===== config.mk =====
export PLATFORM = sky130hd
export DESIGN_NAME = sync_fifo_ram
export DESIGN_NICKNAME = d
export VERILOG_FILES = /design/src/rtl/fifo_pkg.sv /design/src/rtl/fifo_ram_2p.sv /design/src/rtl/sync_fifo_ram.sv
export SDC_FILE = /design/constraint.sdc
export NUM_CORES = 1
export LEC_CHECK = 0
export CAP_MARGIN = 30
export CORE_ASPECT_RATIO = 2
export CORE_UTILIZATION = 40
export DETAILED_ROUTE_END_ITERATION = 16
export GPL_ROUTABILITY_DRIVEN = 0
export SYNTH_ARGS = -nofsm -noshare
export SYNTH_HDL_FRONTEND = slang
export SYNTH_SLANG_ARGS = --single-unit

===== constraint.sdc =====
create_clock -name Clock -period 5.3 [get_ports Clock]
set_input_delay 0.795 -clock Clock [delete_from_list [all_inputs] [get_ports Clock]]
set_output_delay 0.795 -clock Clock [all_outputs]
set_load 0.05 [all_outputs]

===== src/rtl/fifo_pkg.sv =====
// Shared defaults and pointer-compare helper for the synchronous FIFO family.
package fifo_pkg;

    localparam int FIFO_DATA_W_DEF = 8;
    localparam int FIFO_ADDR_W_DEF = 5;

    typedef struct packed {
        logic full;
        logic empty;
    } fifo_flags_t;

    // Pointers carry one extra wrap bit; the modular difference is the occupancy.
    function automatic fifo_flags_t ptr_flags(input logic [31:0] wr_ptr,
                                              input logic [31:0] rd_ptr,
                                              input int          addr_w);
        logic [31:0] mask;
        logic [31:0] diff;
        fifo_flags_t f;
        mask    = (32'd1 << (addr_w + 1)) - 32'd1;
        diff    = (wr_ptr - rd_ptr) & mask;
        f.empty = (diff == 32'd0);
        f.full  = (diff == (32'd1 << addr_w));
        return f;
    endfunction

endpackage


===== src/rtl/fifo_ram_2p.sv =====
// Dual-port register-file RAM: synchronous write, synchronous registered read.
// Only the read register is reset; the storage array is not.
module fifo_ram_2p #(
    parameter int DATA_WIDTH = 8,
    parameter int ADDR_WIDTH = 5
) (
    input  logic                  clk,
    input  logic                  rst_n,
    input  logic                  wr_en,
    input  logic [ADDR_WIDTH-1:0] wr_addr,
    input  logic [DATA_WIDTH-1:0] wr_data,
    input  logic                  rd_en,
    input  logic [ADDR_WIDTH-1:0] rd_addr,
    output logic [DATA_WIDTH-1:0] rd_data
);

    localparam int DEPTH = 1 << ADDR_WIDTH;

    logic [DATA_WIDTH-1:0] mem [DEPTH];
    logic [DATA_WIDTH-1:0] rd_data_d;
    logic [DATA_WIDTH-1:0] rd_data_q;

    always_ff @(posedge clk) begin
        if (wr_en) begin
            mem[wr_addr] <= wr_data;
        end
    end

    always_comb begin
        rd_data_d = rd_data_q;
        if (rd_en) begin
            rd_data_d = mem[rd_addr];
        end
    end

    always_ff @(posedge clk or negedge rst_n) begin
        if (!rst_n) begin
            rd_data_q <= '0;
        end else begin
            rd_data_q <= rd_data_d;
        end
    end

    assign rd_data = rd_data_q;

endmodule


===== src/rtl/sync_fifo_ram.sv =====
// Synchronous FIFO over fifo_ram_2p with chip-select gated push/pop, occupancy and flags.
// Define FIFO_ERR_FLAGS_EN to add sticky Overflow/Underflow outputs.
module sync_fifo_ram
    import fifo_pkg::*;
#(
    parameter int DATA_WIDTH = FIFO_DATA_W_DEF,
    parameter int ADDR_WIDTH = FIFO_ADDR_W_DEF
) (
    input  logic                  Clock,
    input  logic                  Reset_n,
    input  logic                  Chip_Select,
    input  logic                  Write_Enable,
    input  logic                  Read_Enable,
    input  logic [DATA_WIDTH-1:0] Data,
    output logic [DATA_WIDTH-1:0] Output,
    output logic                  Valid,
    output logic                  Full,
    output logic                  Empty,
    output logic [ADDR_WIDTH:0]   Count
`ifdef FIFO_ERR_FLAGS_EN
    ,
    output logic                  Overflow,
    output logic                  Underflow
`endif
);

    localparam int PTR_W = ADDR_WIDTH + 1;
    typedef logic [PTR_W-1:0] ptr_t;

    ptr_t        wr_ptr_d, wr_ptr_q;
    ptr_t        rd_ptr_d, rd_ptr_q;
    ptr_t        count_d,  count_q;
    logic        full_q,   empty_q;
    logic        valid_d,  valid_q;
    logic        push_ok,  pop_ok;
    fifo_flags_t flags_d;

    always_comb begin
        push_ok  = Chip_Select & Write_Enable & ~full_q;
        pop_ok   = Chip_Select & Read_Enable & ~empty_q;
        wr_ptr_d = wr_ptr_q;
        rd_ptr_d = rd_ptr_q;
        count_d  = count_q;
        valid_d  = pop_ok;
        if (push_ok) begin
            wr_ptr_d = wr_ptr_q + PTR_W'(1);
        end
        if (pop_ok) begin
            rd_ptr_d = rd_ptr_q + PTR_W'(1);
        end
        case ({push_ok, pop_ok})
            2'b10:   count_d = count_q + PTR_W'(1);
            2'b01:   count_d = count_q - PTR_W'(1);
            default: count_d = count_q;
        endcase
        // Flags come from next-state pointers so they track Count in the same cycle.
        flags_d = ptr_flags(32'(wr_ptr_d), 32'(rd_ptr_d), ADDR_WIDTH);
    end

    always_ff @(posedge Clock or negedge Reset_n) begin
        if (!Reset_n) begin
            wr_ptr_q <= '0;
            rd_ptr_q <= '0;
            count_q  <= '0;
            full_q   <= 1'b0;
            empty_q  <= 1'b1;
            valid_q  <= 1'b0;
        end else begin
            wr_ptr_q <= wr_ptr_d;
            rd_ptr_q <= rd_ptr_d;
            count_q  <= count_d;
            full_q   <= flags_d.full;
            empty_q  <= flags_d.empty;
            valid_q  <= valid_d;
        end
    end

    // Full/empty gating guarantees the read and write addresses never collide.
    fifo_ram_2p #(
        .DATA_WIDTH (DATA_WIDTH),
        .ADDR_WIDTH (ADDR_WIDTH)
    ) u_ram (
        .clk     (Clock),
        .rst_n   (Reset_n),
        .wr_en   (push_ok),
        .wr_addr (wr_ptr_q[ADDR_WIDTH-1:0]),
        .wr_data (Data),
        .rd_en   (pop_ok),
        .rd_addr (rd_ptr_q[ADDR_WIDTH-1:0]),
        .rd_data (Output)
    );

    assign Valid = valid_q;
    assign Full  = full_q;
    assign Empty = empty_q;
    assign Count = count_q;

`ifdef FIFO_ERR_FLAGS_EN
    logic ovf_d, ovf_q;
    logic unf_d, unf_q;

    always_comb begin
        ovf_d = ovf_q | (Chip_Select & Write_Enable & full_q);
        unf_d = unf_q | (Chip_Select & Read_Enable & empty_q);
    end

    always_ff @(posedge Clock or negedge Reset_n) begin
        if (!Reset_n) begin
            ovf_q <= 1'b0;
            unf_q <= 1'b0;
        end else begin
            ovf_q <= ovf_d;
            unf_q <= unf_d;
        end
    end

    assign Overflow  = ovf_q;
    assign Underflow = unf_q;
`endif

endmodule


==> run metrics, run 1 <==
RR Startpoint rd_ptr_q[0]; flops & latches, synth 285; hold buffers post-CTS 0; cell area reported after detailed placement 12,200 sq um; CTS tree done; reg-to-reg slack, setup 2450 ps; pin count of the biggest net entering global routing 51; number of antenna diodes 0; fin cells 1,068; number of hold violations in the final report 0; drt drc 0; wire length reported by the detailed router 25,100 um; status complete, no violations; minimum setup slack in the final design 2170 ps; antenna violations before repair 0; Tightest Pin Transition 977 ps; clock latency on the worst-skew pair 530 ps; Leakage 4.41 nW; WP data arrival 3560 ps; Detail Route Antenna Nets 0; pins over their slew limit 0; fraction of final layout cells sized beyond drive strength 1 0.154; synth warn 0; Detailed Route Iter0 Violations 334; peak supply drop 0.298 mV; Final Skew 11.0 ps; die footprint 29,400 sq um; required time at the endpoint of the critical path 5730 ps; overall track demand over capacity in global routing 0.180; vias per inst 5.44; top cell type's share of synthesized area 0.670; core box area 28,200 sq um; Distinct cells, synth 51; Total Neg Setup Slack 0 ps; Finished Core Util 0.464; final worst-path cycle share 0.591; DR WL/cell 23.5 um; part of the Yosys area used for sequential elements 0.734; number of failing setup endpoints in the final timing report 0; 1st-pass router iterations 5; hold slack final 478 ps; cell at the root of the clock tree sky130_fd_sc_hd__clkbuf_16; Hold WC Path Type reg2reg; Setup crit start kind input port; dominant cells by area after synthesis sky130_fd_sc_hd__edfxtp_1, sky130_fd_sc_hd__mux4_2, sky130_fd_sc_hd__dfrtp_1; netlist area before placement 11,500 sq um; final design instance area without fill 13,100 sq um; Overall Power 6.81 mW; clock sink count 285; # Max-Cap Violations 0; area growth from synthesis to layout 14.1%; maximum frequency from static timing analysis 0.319 GHz; post-synthesis average cell area 17.7 sq um; beginning of the worst hold path Count[5]; cell taking the most area after synthesis sky130_fd_sc_hd__edfxtp_1; R2R depth 5; Tmin final 3130 ps; Max FO, Critical Path 12; destination of the critical timing path Empty; count of vias placed by the detailed router 5,811; number of buffers created by CTS 24; Resized Gates After CTS 0; worst slack, placed 1630 ps; Clock Path Buffers 3; GRT overflow 0; I/O Buffers 29; half-perimeter wire length of the detailed placement result 17,100 um; number of cells after detailed placement 1,023; vias in the first global route 6,204; first-pass GRT wire length 38,200 um; NumNets Final 723; Post-CTS Setup Inserts 0; ratio of total power to cell area 520 nW/um^2; launching instance or port of the critical path Chip_Select; Synth Instances 647; RSZ-0062 raised after global routing no; Max transition margin 0.332; Post-Synthesis Net Count 676; clock transition at the registers of the reported paths 70 ps; total I/O pin count 30; # H-tree levels 1; standard-cell row count 87; critical path type in2reg; height of the die 241 um; Reg-to-Reg End u_ram.rd_data[7]; Initial Util 0.407; die width 122 um; Setup crit end kind register
-- Yosys cell counts, drive strengths merged --
library cell    n
and4            1
nor4b           1
a21o            1
nor4           11
inv            14
nand2          37
buf            19
nor2b           3
o221ai          1
o31ai           1
o211ai          1
mux2i          49
nand2b          1
a22o            7
a2111oi         7
xnor3           1
a311oi          1
and3b           1
mux4           40
or4             1
nor3           16
or2             2
nand3b          3
dfrtp          28
dfstp           1
a211oi          3
xnor2           8
or3             1
xor2            8
nor2           45
edfxtp        256
o22ai          23
or3b            2
o21ai           6
nor3b           1
clkbuf          9
ha             15
a21oi          12
nand4           2
a22oi           1
nand3           6
fa              1
-- cells in the final DEF, fill, tap and decap left out, drive strengths merged, types with 5 or more instances in the layout --
master / netlist / layout
a2111oi: 7 / 7
a21oi: 12 / 12
a22o: 7 / 7
buf: 19 / 20
bufinv: 0 / 5
clkbuf: 9 / 29
clkdlybuf4s50: 0 / 29
clkinv: 0 / 8
dfrtp: 28 / 28
edfxtp: 256 / 256
ha: 15 / 15
inv: 14 / 15
mux2i: 49 / 49
mux4: 40 / 40
nand2: 37 / 37
nand3: 6 / 6
nor2: 45 / 45
nor3: 16 / 16
nor4: 11 / 11
o21ai: 6 / 6
o22ai: 23 / 23
xnor2: 8 / 8
xor2: 8 / 8
-- worst min path at each step --
stage | endpoint | cells past startpoint
after CTS | rd_ptr_q[5] | 1
after global placement | Count[5] | 1
after floorplan | rd_ptr_q[5] | 1
after detailed placement | Count[5] | 1
final | Count[5] | 1
after global routing | Count[5] | 1
-- where the power goes --
| part | switching, mW | internal (mW) |
|---|---|---|
| logic | 1.24 | 0.869 |
| registers | 0.187 | 2.62 |
| clock network | 0.789 | 1.11 |
-- worst max-delay path, cell delays in order --
cell and delay (ps):
sky130_fd_sc_hd__clkdlybuf4s50_1 540, sky130_fd_sc_hd__nand3b_2 210, sky130_fd_sc_hd__inv_1 390, sky130_fd_sc_hd__nand2_1 170, sky130_fd_sc_hd__xor2_1 180, sky130_fd_sc_hd__ha_1 350, sky130_fd_sc_hd__o21ai_0 100, sky130_fd_sc_hd__a21oi_1 190
sky130_fd_sc_hd__o22ai_1 130, sky130_fd_sc_hd__xnor3_1 240, sky130_fd_sc_hd__nor4b_1 260
-- final cells by class --
| cell class | count | area [sq um] |
|---|---|---|
| fill | 2327 | 15100 |
| sequential | 285 | 8420 |
| multi-input combinational | 320 | 2850 |
| clock buffer | 29 | 641 |
| timing repair buffer | 49 | 475 |
| tap | 356 | 445 |
| clock inverter | 15 | 206 |
| inverter | 14 | 55.1 |
-- per-layer routing --
layer	vias to the layer above	global-route usage	part of all wire	wire length (um)
met3	48	0.0160	0.024	594
li1	2651	-	-	-
met2	117	0.347	0.57	14400
met4	0	0.0718	0.031	776
met5	-	0	0	0
met1	2995	0.199	0.37	9350
-- registers in the layout, indices dropped and copies added (netlist names) --
signal	cells
u_ram.mem	256
u_ram.rd_data	8
Count	6
rd_ptr_q	6
wr_ptr_q	6
Empty	1
Full	1
Valid	1
-- kinds of logic (layout without fill, tap and decap cells) --
family / Yosys count / in the layout / synth area share
AO/OA/AOI/OAI: 64 / 64 / 0.0372
XOR/XNOR: 17 / 17 / 0.0148
adder cells (fa/ha/maj): 16 / 16 / 0.0181
buffers and inverters: 42 / 107 / 0.0182
flip-flops: 285 / 285 / 0.734
multiplexers: 89 / 89 / 0.121
AND/OR/NAND/NOR: 134 / 134 / 0.0567
(Power assumes the default switching activity.)
==> run 2: changes to the inputs <==
- clock period: 5.3 -> 2.75 ns (I/O delays scaled with it)
==> run metrics, run 2 (synthesis results as in run 1) <==
status complete, no violations; Slowest Stage Delay on Critical Path 470 ps; Leakage 4.72 nW; total I/O pin count 30; clock transition at the registers of the reported paths 70 ps; count of vias placed by the detailed router 6,013; fraction of final layout cells sized beyond drive strength 1 0.224; # H-tree levels 1; Clock Path Buffers 3; cells along the critical path and3b_1 > buf_4 > buf_4 > nand2_1 > o21ai_0 > ha_1 > nand2b_1 > a21oi_1 > nor3_1 > a211oi_1 > nor4_2; number of cells after detailed placement 1,089; Max transition margin 0.542; Reg-to-Reg End Full; Final Skew 11.7 ps; Tightest Pin Transition 686 ps; switching share of total power 0.324; vias in the first global route 6,495; most common cell after layout, fill and taps aside sky130_fd_sc_hd__edfxtp_1; clock sink count 285; hold buffers post-CTS 0; number of antenna diodes 0; I/O Buffers 29; GRT overflow 0; RSZ-0062 raised after global routing no; vias per inst 5.33; Hold WC Path Type in2async; die footprint 29,400 sq um; power share of the clock group 0.263; # Max-Cap Violations 0; R2R depth 11; fin cells 1,129; cell at the root of the clock tree sky130_fd_sc_hd__clkbuf_16; die width 122 um; Total Neg Setup Slack 0 ps; CTS tree done; WP data arrival 2980 ps; ratio of total power to cell area 980 nW/um^2; number of buffers created by CTS 23; Detail Route Antenna Nets 0; maximum frequency from static timing analysis 0.386 GHz; critical path type reg2reg; Setup crit start kind register; Setup crit end kind register; peak supply drop 0.479 mV; portion of total power attributed to sequential cells 0.399; final worst-path cycle share 0.942; 1st-pass router iterations 4; reg-to-reg slack, setup 160 ps; pins over their slew limit 0; register containing the most flip-flops in the final layout u_ram.mem; Tmin final 2590 ps; NumNets Final 787; wire length reported by the detailed router 25,200 um; pin count of the biggest net entering global routing 55; antenna violations before repair 0; clock latency on the worst-skew pair 530 ps; Max FO, Critical Path 6; part of the power in combinational logic 0.338; standard-cell row count 87; required time at the endpoint of the critical path 3130 ps; internal power 8.95 mW; first-pass GRT wire length 38,000 um; overall track demand over capacity in global routing 0.178; Initial Util 0.407; Detailed Route Iter0 Violations 339; half-perimeter wire length of the detailed placement result 17,300 um; number of hold violations in the final report 0; commonest cells after routing, fill and taps aside sky130_fd_sc_hd__edfxtp_1, sky130_fd_sc_hd__buf_4, sky130_fd_sc_hd__mux2i_1, sky130_fd_sc_hd__nor2_1, sky130_fd_sc_hd__mux4_2; cell seen most often among critical-path stages sky130_fd_sc_hd__buf_4; Resized Gates After CTS 0; height of the die 241 um; drt drc 0; Post-CTS Setup Inserts 0; cell with the largest stage delay on the worst path sky130_fd_sc_hd__dfrtp_1; number of failing setup endpoints in the final timing report 0; number of flip-flops under the largest register name 256; RR Startpoint Full; area growth from synthesis to layout 17.8%; Net Switching 4.29 mW; core box area 28,200 sq um; DR WL/cell 22.3 um; Fillers 2,357
-- run 2: cell types whose count changed in the layout (fill, tap and decap cells not counted), moves of 2 or more --
| cell | change |
|---|---|
| sky130_fd_sc_hd__buf_4 | +66 |
| sky130_fd_sc_hd__buf_12 | +2 |
| sky130_fd_sc_hd__buf_8 | -2 |
| sky130_fd_sc_hd__clkbuf_1 | -2 |
| sky130_fd_sc_hd__clkbuf_16 | -2 |
| sky130_fd_sc_hd__clkinv_2 | +2 |
-- run 2: final cells by class --
cell class / instances / area (sq um) / area share
inverter: 14 / 55.1 / 0.00408
tap: 356 / 445 / 0.0330
sequential: 285 / 8420 / 0.623
multi-input combinational: 320 / 2850 / 0.211
clock inverter: 15 / 200 / 0.0148
timing repair buffer: 114 / 953 / 0.0706
clock buffer: 25 / 583 / 0.0432
-- run 2: how the worst max path moves through the flow --
stage,start,end,slack [ps],cells after the start
2_1_floorplan,Empty,Count[5],150,9
3_3_place_gp,Chip_Select,Empty,-150,12
3_5_place_dp,Chip_Select,Empty,-230,12
4_1_cts,Empty,Empty,140,10
5_1_grt,Full,Empty,70,11
6_report,Full,Full,160,11
-- run 2: power by group through the flow --
stage                     logic, mW  registers [mW]  clock network, mW
after floorplan                2.70            5.68                  0
after global placement         4.41            5.37                  0
after detailed placement       4.48            5.38                  0
after CTS                      4.49            5.29               3.56
after global routing           4.82            5.32               3.70
final                          4.48            5.28               3.48
-- run 2: critical path: cells and delay by family, from the launching register on --
family,cells,cell delay (ps)
compound gates,3,790
fa+ha+maj,1,320
buf+inv,2,310
flops,1,470
simple gates,5,560
-- run 2: through the flow --
stage                util  hold WS [ps]  setup WS (ps)  total power [mW]  cell area, sq um
floorplan               -           117            149              8.38             11500
global placement    0.451           466           -154              9.78             12700
detailed placement  0.451           470           -234              9.86             12700
CTS                 0.479           288            139              13.3             13500
global route        0.479           318           74.8              13.8             13500
finish              0.479           286            159              13.2             13500
-- run 2: routing by layer --
metal / vias up / share of wire / track usage
met4: 0 / 0.037 / 0.0793
met2: 109 / 0.57 / 0.343
met1: 3088 / 0.37 / 0.191
met5: - / 0 / 0
li1: 2769 / - / -
met3: 47 / 0.026 / 0.0174
